**config.mk**
```make
export PLATFORM = sky130hd
export DESIGN_NAME = tao_ifu
export DESIGN_NICKNAME = d
export VERILOG_FILES = /design/src/rtl/tao_ifu_pkg.sv /design/src/rtl/tao_ifu.sv
export SDC_FILE = /design/constraint.sdc
export NUM_CORES = 1
export LEC_CHECK = 0
export CAP_MARGIN = 20
export CORE_MARGIN = 3
export CORE_UTILIZATION = 40
export CTS_CLUSTER_DIAMETER = 120
export DETAILED_ROUTE_END_ITERATION = 16
export GPL_TIMING_DRIVEN = 1
export PLACE_DENSITY = 0.77
export SETUP_SLACK_MARGIN = 0.02
export SYNTH_ARGS = -nofsm -noshare
export SYNTH_HDL_FRONTEND = slang
export SYNTH_SLANG_ARGS = --single-unit
```
**constraint.sdc**
```tcl
create_clock -name clk -period 2.7 [get_ports clk]
set_clock_uncertainty 0.1 [all_clocks]
set_input_delay 0.54 -clock clk [delete_from_list [all_inputs] [get_ports clk]]
set_output_delay 0.54 -clock clk [all_outputs]
set_load 0.02 [all_outputs]
```
**src/rtl/tao_ifu_pkg.sv**
```systemverilog
// Shared definitions for the tao instruction fetch unit: bus width, reset PC,
// fetch FSM state encoding and the PC alignment test.
package tao_ifu_pkg;

  localparam int          TAO_SIZE_BUS = 32;
  localparam logic [31:0] TAO_RESET_PC = 32'h8000_0000;

  typedef enum logic [1:0] {
    TAO_IFU_REQ  = 2'd0,
    TAO_IFU_WAIT = 2'd1,
    TAO_IFU_HOLD = 2'd2,
    TAO_IFU_ERR  = 2'd3
  } ifu_state_e;

  // Instructions are word aligned; any set low bit in a target PC is a fault.
  function automatic logic is_misaligned(input logic [1:0] pc_lsb);
    return pc_lsb != 2'b00;
  endfunction

endpackage

```
**src/rtl/tao_ifu.sv**
```systemverilog
// Instruction fetch unit: one outstanding imem read per instruction, presents
// the word to the core and advances the PC on the core's commit.
module tao_ifu
  import tao_ifu_pkg::*;
#(
  parameter int                ADDR_W   = TAO_SIZE_BUS,
  parameter logic [ADDR_W-1:0] RESET_PC = ADDR_W'(TAO_RESET_PC)
) (
  input  logic              clk,
  input  logic              rst,
  input  logic              commit,
  input  logic [ADDR_W-1:0] dnpc,
  output logic [ADDR_W-1:0] pc,
  output logic [31:0]       inst,
  output logic              inst_valid,
  output logic              fetch_err,
  output logic [31:0]       fetch_cnt,
  output logic              imem_req_valid,
  input  logic              imem_req_ready,
  output logic [ADDR_W-1:0] imem_req_addr,
  input  logic              imem_rsp_valid,
  input  logic [31:0]       imem_rsp_data,
  input  logic              imem_rsp_err
);

  ifu_state_e        r_state;
  logic [ADDR_W-1:0] r_pc;
  logic [31:0]       r_inst;
  logic              r_inst_valid;
  logic              r_fetch_err;
  logic [31:0]       r_fetch_cnt;
  logic              r_started;
  logic              w_req_valid;

  // r_started keeps the request low during the first cycle out of reset so
  // the first fetch appears one cycle after reset is released.
  assign w_req_valid = (r_state == TAO_IFU_REQ) && r_started;

  // NOTE: all state below uses non-blocking assignments so every flop sees
  // the pre-edge values of the others, independent of statement order.
  always_ff @(posedge clk) begin
    if (rst) begin
      r_state      <= TAO_IFU_REQ;
      r_pc         <= RESET_PC;
      r_inst       <= 32'h0;
      r_inst_valid <= 1'b0;
      r_fetch_err  <= 1'b0;
      r_fetch_cnt  <= 32'h0;
      r_started    <= 1'b0;
    end else begin
      r_started <= 1'b1;
      case (r_state)
        TAO_IFU_REQ: begin
          if (w_req_valid && imem_req_ready) r_state <= TAO_IFU_WAIT;
        end
        TAO_IFU_WAIT: begin
          if (imem_rsp_valid) begin
            if (imem_rsp_err) begin
              r_fetch_err <= 1'b1;
              r_state     <= TAO_IFU_ERR;
            end else begin
              r_inst       <= imem_rsp_data;
              r_inst_valid <= 1'b1;
              r_fetch_cnt  <= r_fetch_cnt + 32'd1;
              r_state      <= TAO_IFU_HOLD;
            end
          end
        end
        TAO_IFU_HOLD: begin
          if (commit) begin
            r_inst_valid <= 1'b0;
            if (is_misaligned(dnpc[1:0])) begin
              r_fetch_err <= 1'b1;
              r_state     <= TAO_IFU_ERR;
            end else begin
              r_pc    <= dnpc;
              r_state <= TAO_IFU_REQ;
            end
          end
        end
        TAO_IFU_ERR: ;
        default: r_state <= TAO_IFU_ERR;
      endcase
    end
  end

  assign pc             = r_pc;
  assign inst           = r_inst;
  assign inst_valid     = r_inst_valid;
  assign fetch_err      = r_fetch_err;
  assign fetch_cnt      = r_fetch_cnt;
  assign imem_req_valid = w_req_valid;
  assign imem_req_addr  = r_pc;

endmodule

```
==> key figures <==
Synthesis
  • Flops & latches, synth: 101
  • Syn. warnings: 0
  • Syn nets: 593
  • Mapped Cells: 517
  • Syn Area/Cell: 8.15 um2
  • Post-synthesis sequential area ratio: 48.0%
  • Distinct cell type count after synthesis: 38
  • Mapped cell area: 4210 um2

Floorplan
  • Die area: 11,800 um2
  • Row count: 36
  • DIE WIDTH: 109 um
  • Initial core utilization: 42.1%
  • Top-level I/O count: 201
  • Core area: 10000 um2
  • Die Ht: 109 um

Clock tree
  • CTS tree: done
  • Clock Tree Buf Depth: 2
  • Root Buffer: clkbuf_8
  • H-tree Lvls: 3
  • Resize count post-CTS: 0
  • Register clock-pin slew on the reported worst setup and hold paths: 0.09 ns
  • Hold_buf cts: 0
  • Clk sinks: 101
  • Post-CTS Setup Inserts: 0
  • CTS buffer count: 9
  • Clock Latency Late Sink: 0.35 ns

Global route
  • First-pass GRT wire length: 18,700 um
  • Vias in the first global route: 3,993
  • Total GRT Usage: 19.4%
  • Largest net degree at the start of global routing: 68
  • Gr ovfl total: 0
  • Initial antenna violation count: 0

Drt
  • Drt via density: 4.96
  • Routed wire length: 11,700 um
  • Post-route ant nets: 0
  • Detailed-route DRC error count: 0
  • Iter 0 DRT Violations: 152
  • Drt first pass iters: 6
  • DR vias: 4,046
  • Wire per inst: 14.3 um

Final layout
  • Fill count: 894
  • Nets: 753
  • Diode count: 0
  • Area growth syn-to-layout: 49.8%
  • Share of post-route cells with drive strength above 1: 4.84%

Timing
  • Final total negative setup slack: 0 ns
  • Max Slew Vio Count: 0
  • Fin. Hold Viols: 0
  • Final setup vio count: 0
  • Slew HR: 53.7%
  • Slew @ Worst Pin: 0.695 ns
  • Fmax: 404 MHz
  • Post-route minimum period: 2.47 ns
  • RSZ-0062 raised after global routing: false
  • Final worst-path cycle share: 91.6%

Placement
  • I/O Buffers: 200
  • Final Wtd Congestion: 0.772
  • Post-detail-place hpwl: 8680 um

Power and ir drop
  • Pwr Density: 458 nW/um2
  • Power, Total: 2890 uW
  • Leakage: 0.00210 uW
  • VDD IR-drop max: 0.000326 V

Worst setup path
  • CP Max Fanout: 17
  • R2r worst-path depth: 6
  • Crit Path Category: flop to flop
  • CP Data Required Time: 2.83 ns
  • Crit start category: flop
  • Critical Path Sink Type: flop
  • Arrival time at the worst endpoint: 2.61 ns

Min path
  • Hold depth: 2
  • Hold WC Path Type: flop to flop

Run status
  • Outcome: finished, final reports clean

Job
  • Max-cap violations: 0
==> layer usage <==
| metal | GRT usage, % | part of all wire, % | up-vias |
|---|---|---|---|
| li1 | - | - | 2029 |
| met1 | 21.3 | 40 | 1867 |
| met2 | 35.3 | 50 | 137 |
| met3 | 6.93 | 8.5 | 13 |
| met4 | 5.32 | 1.5 | 0 |
| met5 | 0 | 0 | - |
==> Yosys cell counts <==
cell type  instances  area (um2)
a311oi_1           2        17.5
xor2_1             6        52.6
and3b_1            1        8.76
a21boi_0           2        15.0
ha_1               6        75.1
o21ai_0            7        35.0
nor2b_1            4        25.0
buf_1              5        18.8
nand4_2            2        25.0
o211ai_1           1        7.51
dfxtp_1          101        2020
and3_1             4        25.0
or4_1             14         105
clkbuf_1          23        86.3
buf_2              3        15.0
nand3_1           10        50.1
a2111oi_0          1        8.76
nand2b_1           2        12.5
nor2_1            16        60.1
nor4_1             4        25.0
a21oi_1           83         415
buf_6              1        11.3
xnor2_1            5        43.8
nor3_1             2        10.0
or4b_2             1        10.0
a41oi_1            1        8.76
or3_1              6        37.5
buf_4             32         240
nand2_1          136         510
or2_2              2        12.5
o31ai_1           12        90.1
mux2_1             2        22.5
or4b_1             1        10.0
inv_1             10        37.5
and4_1             2        17.5
nand3b_1           1        7.51
nand4_1            5        31.3
and2_1             1        6.26
==> cells by family (layout without fill, tap and decap cells) <==
logic type,after synthesis,in the layout,share of synthesized area (%)
muxes,2,2,0.535
and+or+nand+nor,214,214,23.5
xor gates and xnor gates,11,11,2.29
buffers and inverters,74,239,9.71
DFF,101,101,48.0
adders and majority gates,6,6,1.78
AOI/OAI and AO/OA,109,109,14.2
==> final cells by class <==
| cell class | count | area, um2 | area share, % |
|---|---|---|---|
| flip-flops and latches | 101 | 2020 | 32.0 |
| inverters | 10 | 37.5 | 0.595 |
| clock buffers | 12 | 145 | 2.30 |
| clock inverters | 4 | 47.5 | 0.754 |
| multi-input cells | 342 | 1780 | 28.2 |
| repair buffers | 213 | 2110 | 33.4 |
| well taps | 133 | 166 | 2.64 |
==> final timing paths <==
kind	start	endpoint	slack, ns
worst min register to register	inst[24]	inst[24]	0.36
worst min-delay path	inst[24]	inst[24]	0.36
worst max-delay path	fetch_cnt[0]	fetch_cnt[22]	0.23
worst max register to register	fetch_cnt[0]	fetch_cnt[22]	0.23
==> metrics by stage <==
stage	cells	hold slack (ns)	area, um2	utilization, %	setup slack [ns]
2_1_floorplan	517	0.379	4210	-	0.346
3_3_place_gp	799	0.341	6120	61.2	-0.0829
3_5_place_dp	799	0.349	6120	61.2	-0.135
4_1_cts	815	0.361	6310	63.1	0.216
5_1_grt	815	0.385	6310	63.1	0.0674
6_report	815	0.360	6310	63.1	0.227
==> sequential cells by signal (all words and copies together) (netlist names) <==
signal and flops:
fetch_cnt 32, fetch_err 1, imem_req_addr 32, inst 32
inst_valid 1, r_started 1, r_state 2
==> critical path: stages, from the launching register on <==
cell     delay, ns
dfxtp_1       0.43
ha_1          0.20
nand3_1       0.21
or4_1         0.55
buf_4         0.20
nor4_1        0.32
mux2_1        0.36
==> power breakdown <==
part,total [uW],internal [uW],switching (uW)
Combinational,396,210,187
Sequential,1550,1530,24.2
Clock,944,453,491
==> cells in the final DEF (no fill, tap or decap), types with 4 or more instances in the layout <==
master           count
and3_1               4
nor4_1               4
nand2_1            136
o21ai_0              7
clkdlybuf4s50_1    199
dfxtp_1            101
nand4_1              5
inv_1               10
nand3_1             10
nor2b_1              4
xor2_1               6
o31ai_1             12
xnor2_1              5
or4_1               14
clkbuf_8            10
or3_1                6
a21oi_1             83
ha_1                 6
buf_4               13
nor2_1              16
Note: power is estimated with default switching activity, not from simulation.
